[config.mk]
export PLATFORM = sky130hd
export DESIGN_NAME = lfsr_gen
export DESIGN_NICKNAME = d
export VERILOG_FILES = /design/src/rtl/lfsr_pkg.sv /design/src/rtl/lfsr_step_n.sv /design/src/rtl/lfsr_gen.sv
export SDC_FILE = /design/constraint.sdc
export NUM_CORES = 1
export LEC_CHECK = 0
export CORE_MARGIN = 5
export CORE_UTILIZATION = 36
export CTS_BUF_LIST = sky130_fd_sc_hd__clkbuf_16
export DETAILED_ROUTE_END_ITERATION = 7
export PLACE_DENSITY_LB_ADDON = 0.08
export REMOVE_ABC_BUFFERS = 1
export SYNTH_ARGS = -nofsm -noshare
export SYNTH_HDL_FRONTEND = slang
export SYNTH_SLANG_ARGS = --single-unit
[constraint.sdc]
create_clock -name clk -period 4.4 [get_ports clk]
set_input_delay 1.32 -clock clk [delete_from_list [all_inputs] [get_ports clk]]
set_output_delay 1.32 -clock clk [all_outputs]
set_load 0.03 [all_outputs]
[src/rtl/lfsr_pkg.sv]
// lfsr_pkg: tap constants and FSM state type shared by the LFSR generator
package lfsr_pkg;
  localparam logic [15:0] TAPS16 = 16'hD008;
  localparam logic [31:0] TAPS32 = 32'h8020_0003;
  localparam logic [63:0] TAPS64 = 64'hD800_0000_0000_0000;
  typedef enum logic {IDLE, RUN} state_t;
endpackage

[src/rtl/lfsr_step_n.sv]
// lfsr_step_n: STEPS unrolled Fibonacci XNOR shifts in one combinational stage
module lfsr_step_n #(
  parameter int WIDTH = 64,
  parameter logic [WIDTH-1:0] TAPS = lfsr_pkg::TAPS64[WIDTH-1:0],
  parameter int STEPS = 1
) (
  input  logic [WIDTH-1:0] cur,
  output logic [WIDTH-1:0] nxt
);
  logic [WIDTH-1:0] s [STEPS+1];
  assign s[0] = cur;
  for (genvar i = 0; i < STEPS; i++) begin : g_step
    assign s[i+1] = {s[i][WIDTH-2:0], ~^(s[i] & TAPS)};
  end
  assign nxt = s[STEPS];
endmodule

[src/rtl/lfsr_gen.sv]
// lfsr_gen: seedable XNOR LFSR word source with valid/ready stream, free-run and lockup-safe load
module lfsr_gen
  import lfsr_pkg::*;
#(
  parameter int WIDTH = 64,
  parameter logic [WIDTH-1:0] TAPS = lfsr_pkg::TAPS64[WIDTH-1:0],
  parameter int STEPS = 1,
  parameter logic [WIDTH-1:0] RESET_SEED = '0,
  parameter logic [WIDTH-1:0] SAFE_SEED = '0,
  parameter int CNT_W = 32
) (
  input  logic             clk,
  input  logic             reset,
  input  logic [WIDTH-1:0] seed_i,
  input  logic             load_i,
  input  logic             free_run_i,
  output logic [WIDTH-1:0] rnd_o,
  output logic             rnd_valid_o,
  input  logic             rnd_ready_i,
  output logic             seed_fix_o,
  output logic [CNT_W-1:0] word_cnt_o
);
  state_t fsm;
  logic [WIDTH-1:0] nxt;
  logic ones;
  assign ones = &seed_i;
  lfsr_step_n #(.WIDTH(WIDTH), .TAPS(TAPS), .STEPS(STEPS)) u_step (.cur(rnd_o), .nxt(nxt));
  // all-ones is the XNOR dead state, so a seed of all ones is swapped for SAFE_SEED
  always_ff @(posedge clk or posedge reset) begin
    if (reset) begin
      fsm <= IDLE;
      rnd_o <= RESET_SEED;
      rnd_valid_o <= 1'b0;
      seed_fix_o <= 1'b0;
      word_cnt_o <= '0;
    end else begin
      seed_fix_o <= load_i && ones;
      if (load_i) begin
        fsm <= RUN;
        rnd_o <= ones ? SAFE_SEED : seed_i;
        rnd_valid_o <= 1'b1;
        word_cnt_o <= '0;
      end else if (fsm == RUN) begin
        if (free_run_i || rnd_ready_i) rnd_o <= nxt;
        if (rnd_ready_i) word_cnt_o <= word_cnt_o + 1'b1;
      end
    end
  end
endmodule

==> results of run 1 <==
path summary, 6_finish.rpt:
path	startpoint	endpoint	slack (ns)
max in group asynchronous	reset	rnd_o[32]	2.28
worst max-delay path	seed_i[37]	rnd_o[44]	0.94
worst max register to register	word_cnt_o[3]	word_cnt_o[31]	2.06
min in group asynchronous	reset	word_cnt_o[6]	1.44
worst min-delay path	rnd_o[27]	rnd_o[27]	0.54
worst min register to register	rnd_o[27]	rnd_o[27]	0.54
final cells by class:
type | count | area [µm²] | share of cell area [%]
clock buffer | 9 | 225 | 3.32
clock inverter | 7 | 53.8 | 0.794
inverter | 5 | 21.3 | 0.314
multi-input combinational | 289 | 2060 | 30.4
sequential | 98 | 2450 | 36.2
tap | 172 | 215 | 3.18
timing repair buffer | 176 | 1750 | 25.8
synth_stat cells (all sizes together) (5+ instances only):
cell type	n	area (µm²)
or3	8	50.1
o31ai	13	97.6
clkbuf	34	128
and3	65	407
a221o	64	641
a21oi	23	119
nor4	5	31.3
nand3	9	45.0
o21ai	8	40.0
or4	15	116
dfrtp	98	2450
xor2	5	43.8
xnor2	7	61.3
nor2	12	45.0
inv	5	18.8
nand2	12	45.0
nand4	26	163
metal layers:
layer  track usage, %  vias up  part of all wire, %
met2             30.1      117                   48
met1             25.6     2171                   43
met3             6.04       21                  7.2
met4             6.51        0                  1.6
met5                0        -                    0
li1                 -     2014                    -
sequential cells by signal, indices dropped and copies added (netlist names):
| name | count |
|---|---|
| word_cnt_o | 32 |
| fsm | 1 |
| rnd_o | 64 |
| seed_fix_o | 1 |
where the power goes:
group          switching, mW  total, mW  internal (mW)
registers             0.0610       1.03          0.969
clock network          0.335      0.765          0.431
logic                  0.286      0.535          0.249
total                  0.681       2.33           1.65
cell families (layout without fill, tap and decap cells):
| group | Yosys count | after routing | synth area share [%] |
|---|---|---|---|
| AND/OR/NAND/NOR | 164 | 164 | 21.2 |
| AO/OA/AOI/OAI | 111 | 111 | 19.8 |
| flip-flops | 98 | 98 | 52.8 |
| buffers and inverters | 41 | 197 | 3.47 |
| XOR/XNOR | 12 | 12 | 2.26 |
| adder cells (fa/ha/maj) | 1 | 1 | 0.269 |
| multiplexers | 1 | 1 | 0.242 |
==> summary.txt, run 1 <==
status -> finished clean
CTS Buf Count -> 9
Hold Path Class -> reg2reg
cells along the critical path -> clkdlybuf4s50_1 -> nand4_1 -> nor4_1 -> a41oi_4 -> buf_4 -> a221o_1
wire per inst -> 19.3 µm
Post-Layout Cell Count -> 756
ys async rst share -> 100%
most frequent cells in the layout -> clkdlybuf4s50_1 (166), dfrtp_1 (98), and3_1 (65)
Ys Warns -> 0
worst-margin pin slew -> 0.880 ns
final setup margin -> 0.940 ns
initial core utilization -> 36.8%
Seq cells post-synth -> 98
Max VDD drop -> 0.163 mV
placed cell areas -> 6500 µm²
Post-Route WL -> 14600 µm
Final Power -> 2.33 mW
pre-CTS WS -> 0.634 ns
worst skew pair latency -> 0.34 ns
vias in the first global route -> 4437
drt drc -> 0
# port buffers -> 166
initial antenna violation count -> 0
synth-to-layout area growth -> 45.9%
startpoint types -> primary input
Post-synth EDFFs -> 0
Seq/Total Area, Yosys -> 52.8%
Hold-fix buffers, CTS -> 0
relative slew slack -> 40.8%
unrepaired setup endpoints after global routing -> no
P_leak -> 2.82 nW
grt ovf -> 0
crit path max fanout -> 33
DR vias -> 4323
DRT iter0 DRCs -> 363
CTS tree -> done
fin nets -> 649
final setup TNS -> 0 ns
crit path max-delay cell type -> nor4_1
Layout Skew -> 0.00605 ns
DP HPWL -> 10100 µm
Mapped Area -> 4650 µm²
most common cell after layout, fill and taps aside -> clkdlybuf4s50_1
share of layout cells above drive strength 1 -> 5.14%
first-pass GRT wire length -> 23400 µm
first-pass iteration count of the detailed router -> 4
Hold Vio Cnt, Final -> 0
CP endpoint kind -> flip-flop
clock slew seen by the registers of the worst setup and hold paths -> 0.06 ns
max incr delay on CP -> 0.77 ns
worst hold stages -> 1
antenna-violating nets left -> 0
setup bufs post-CTS -> 0
cell family with most CP delay -> simple AND/OR/NAND/NOR gates
Arrival @ worst endpoint -> 3.68 ns
Post-CTS Resized -> 0
Util after Layout -> 53.7%
Root Driver -> clkbuf_16
pin count of the biggest net entering global routing -> 64
Avg Inst Size Synth -> 10.9 µm²
Core ar. -> 12600 µm²
CP Depth -> 6
Final Slew Violations -> 0
Tmin final -> 3.46 ns
Fmax achieved -> 289 MHz
RD Place Congestion -> 0.812
Synth Flop Type -> dfrtp_1
worst setup path class -> in2reg
R2R cell count -> 4
CTS H-tree depth -> 3
Mapped Cells -> 428
post-route cell area -> 6780 µm²
Critical Path RT -> 4.62 ns
Via density -> 5.72
Die H -> 124 µm
final setup fails -> 0
Inst Count DP -> 740
row cnt -> 41
Die ar. -> 15300 µm²
fill count -> 1177
Die X -> 124 µm
Max-Cap Viols -> 0
Sink Count -> 98
CP bufs+invs -> 2
clock buffer depth -> 2
diodes inserted -> 0
P per Cell Area -> 344 nW/µm²
Hold Slack -> 0.537 ns
Cell variety after synth -> 33
Top Ports -> 167
Total Routing Usage GR -> 19.3%
final worst-path cycle share -> 78.6%
Power figures use the tool's default switching activity.
==> run 2: changes to the inputs <==
==> constraint.sdc (replaced) <==
create_clock -name clk -period 2.91 [get_ports clk]
set_input_delay 0.873 -clock clk [delete_from_list [all_inputs] [get_ports clk]]
set_output_delay 0.873 -clock clk [all_outputs]
set_load 0.03 [all_outputs]
==> run 2 against run 1 <==
- setup slack worse by 0.62 ns
- critical path depth did not move
- first-iteration DRC count shrank 12%
- utilization increased by 1.1 points
- clock skew grew 0.0023 ns
- combinational power grew 53%
- largest power group unchanged
- worst hold slack worse by 0.0036 ns
- register-to-register slack lost 1.3 ns
- cell count grew 1.5%
==> summary.txt, run 2 (same netlist as run 1, synthesis figures left out) <==
status -> finished clean
unrepaired setup endpoints after global routing -> no
Fmax achieved -> 386 MHz
Layout Skew -> 0.00837 ns (+0.00232 ns)
Die X -> 124 µm (unchanged)
diodes inserted -> 0 (unchanged)
Core ar. -> 12600 µm² (unchanged)
Hold Crit Start -> rnd_o[45]
Critical R2R Launch -> word_cnt_o[0]
CP endpoint kind -> flip-flop
worst-margin pin slew -> 0.545 ns (-0.335 ns)
Top reg by flops -> rnd_o
Sink Count -> 98 (unchanged)
DP HPWL -> 10000 µm (-0.71%)
Worst Setup EP -> word_cnt_o[31]
initial antenna violation count -> 0 (unchanged)
DR vias -> 4385 (+1.4%)
# port buffers -> 166 (unchanged)
worst setup path class -> in2reg
final worst-path cycle share -> 88.9%
setup bufs post-CTS -> 0 (unchanged)
R2R Path End -> word_cnt_o[28]
relative slew slack -> 63.6% (+23 points)
Root Driver -> clkbuf_16
R2R Setup Slk -> 0.72 ns (-1.34 ns)
first-pass GRT wire length -> 22800 µm (-2.3%)
P per Cell Area -> 508 nW/µm² (+48%)
R2R cell count -> 5 (+1)
clock buffer depth -> 2 (unchanged)
Hold Vio Cnt, Final -> 0 (unchanged)
Hold Path Class -> reg2reg
vias in the first global route -> 4339 (-2.2%)
biggest regs -> rnd_o x64, word_cnt_o x32
Critical Path RT -> 3.13 ns (-1.49 ns)
initial core utilization -> 36.8% (unchanged)
Post-Layout Cell Count -> 767 (+1.5%)
antenna-violating nets left -> 0 (unchanged)
wire per inst -> 18.6 µm (-3.9%)
clock slew seen by the registers of the worst setup and hold paths -> 0.06 ns (about the same)
row cnt -> 41 (unchanged)
Via density -> 5.72 (about the same)
placed cell areas -> 6640 µm² (+2.2%)
Max VDD drop -> 0.275 mV (+69%)
CTS tree -> done
Post-CTS Resized -> 0 (unchanged)
drt drc -> 0 (unchanged)
final setup fails -> 0 (unchanged)
most common cell after layout, fill and taps aside -> clkdlybuf4s50_1
Final Slew Violations -> 0 (unchanged)
CTS Buf Count -> 9 (unchanged)
post-route cell area -> 6910 µm² (+2.0%)
DRT iter0 DRCs -> 321 (-12%)
Top Ports -> 167 (unchanged)
Inst Count DP -> 752 (+1.6%)
number of flip-flops in the largest register -> 64 (unchanged)
crit path max fanout -> 14 (-58%)
RD Place Congestion -> 0.806 (-0.71%)
share of layout cells above drive strength 1 -> 7.06% (+1.9 points)
startpoint types -> primary input
Tmin final -> 2.59 ns
P_leak -> 2.89 nW (+2.3%)
Total Routing Usage GR -> 18.9% (-0.48 points)
synth-to-layout area growth -> 48.8%
Max-Cap Viols -> 0 (unchanged)
Hold-fix buffers, CTS -> 0 (unchanged)
first-pass iteration count of the detailed router -> 7 (+3)
grt ovf -> 0 (unchanged)
CTS H-tree depth -> 3 (unchanged)
worst skew pair latency -> 0.34 ns (about the same)
worst hold stages -> 1 (unchanged)
crit path from -> rnd_ready_i
fin nets -> 661 (+1.8%)
most frequent cells in the layout -> clkdlybuf4s50_1 (166), dfrtp_1 (98), and3_1 (65)
pin count of the biggest net entering global routing -> 99 (+55%)
Arrival @ worst endpoint -> 2.81 ns (-0.87 ns)
Die H -> 124 µm (unchanged)
fill count -> 1143 (-2.9%)
Die ar. -> 15300 µm² (unchanged)
Post-Route WL -> 14200 µm (-2.5%)
-- run 2: cell types whose count changed in the layout (fill, tap and decap cells not counted), sizes merged --
cell / change
buf: +12
clkinv: +1
inv: -2
-- run 2: per-stage QoR --
step	total power [mW]	worst slack, ns	TNS, ns	util (%)	hold slack (ns)
floorplan	1.97	-1.38	-139.49	-	0.678
global placement	2.40	-0.00565	-0.00565	52.6	0.515
detailed placement	2.41	-0.0511	-0.0511	52.6	0.519
CTS	3.56	0.315	0	54.8	0.539
global route	3.66	0.228	0	54.8	0.554
finish	3.51	0.322	0	54.8	0.533
-- run 2: layout make-up --
cell class,count,area (µm²),share of cell area [%]
multi-input combinational,289,2060,29.8
inverter,5,21.3,0.308
tap,172,215,3.11
clock buffer,9,225,3.26
timing repair buffer,188,1890,27.3
sequential,98,2450,35.5
clock inverter,6,50.0,0.724
-- run 2: how the worst min path moves through the flow --
stage	endpoint	slack (ns)
6_report	rnd_o[45]	0.53
5_1_grt	rnd_o[45]	0.55
4_1_cts	rnd_o[45]	0.54
3_5_place_dp	rnd_o[15]	0.52
3_3_place_gp	rnd_o[54]	0.52
2_1_floorplan	word_cnt_o[1]	0.68
-- run 2: power by group --
part / switching (mW) / total, mW / internal, mW
Sequential: 0.0928 / 1.56 / 1.47
Clock: 0.486 / 1.13 / 0.648
Combinational: 0.433 / 0.820 / 0.387
-- run 2: worst max-delay path: stages --
cell and delay [ns]:
clkdlybuf4s50_1 0.50, a21oi_2 0.08, or4_1 0.52, buf_4 0.18, nor4_1 0.29, mux2_2 0.37
-- run 2: routing by layer --
| layer | part of all wire, % | vias up | GRT usage [%] | wire length, µm |
|---|---|---|---|---|
| met1 | 43 | 2190 | 24.7 | 6060 |
| met2 | 48 | 141 | 29.4 | 6800 |
| met4 | 2.0 | 0 | 6.78 | 282 |
| met5 | 0 | - | 0 | 0 |
| li1 | - | 2034 | - | - |
| met3 | 7.7 | 20 | 5.99 | 1100 |
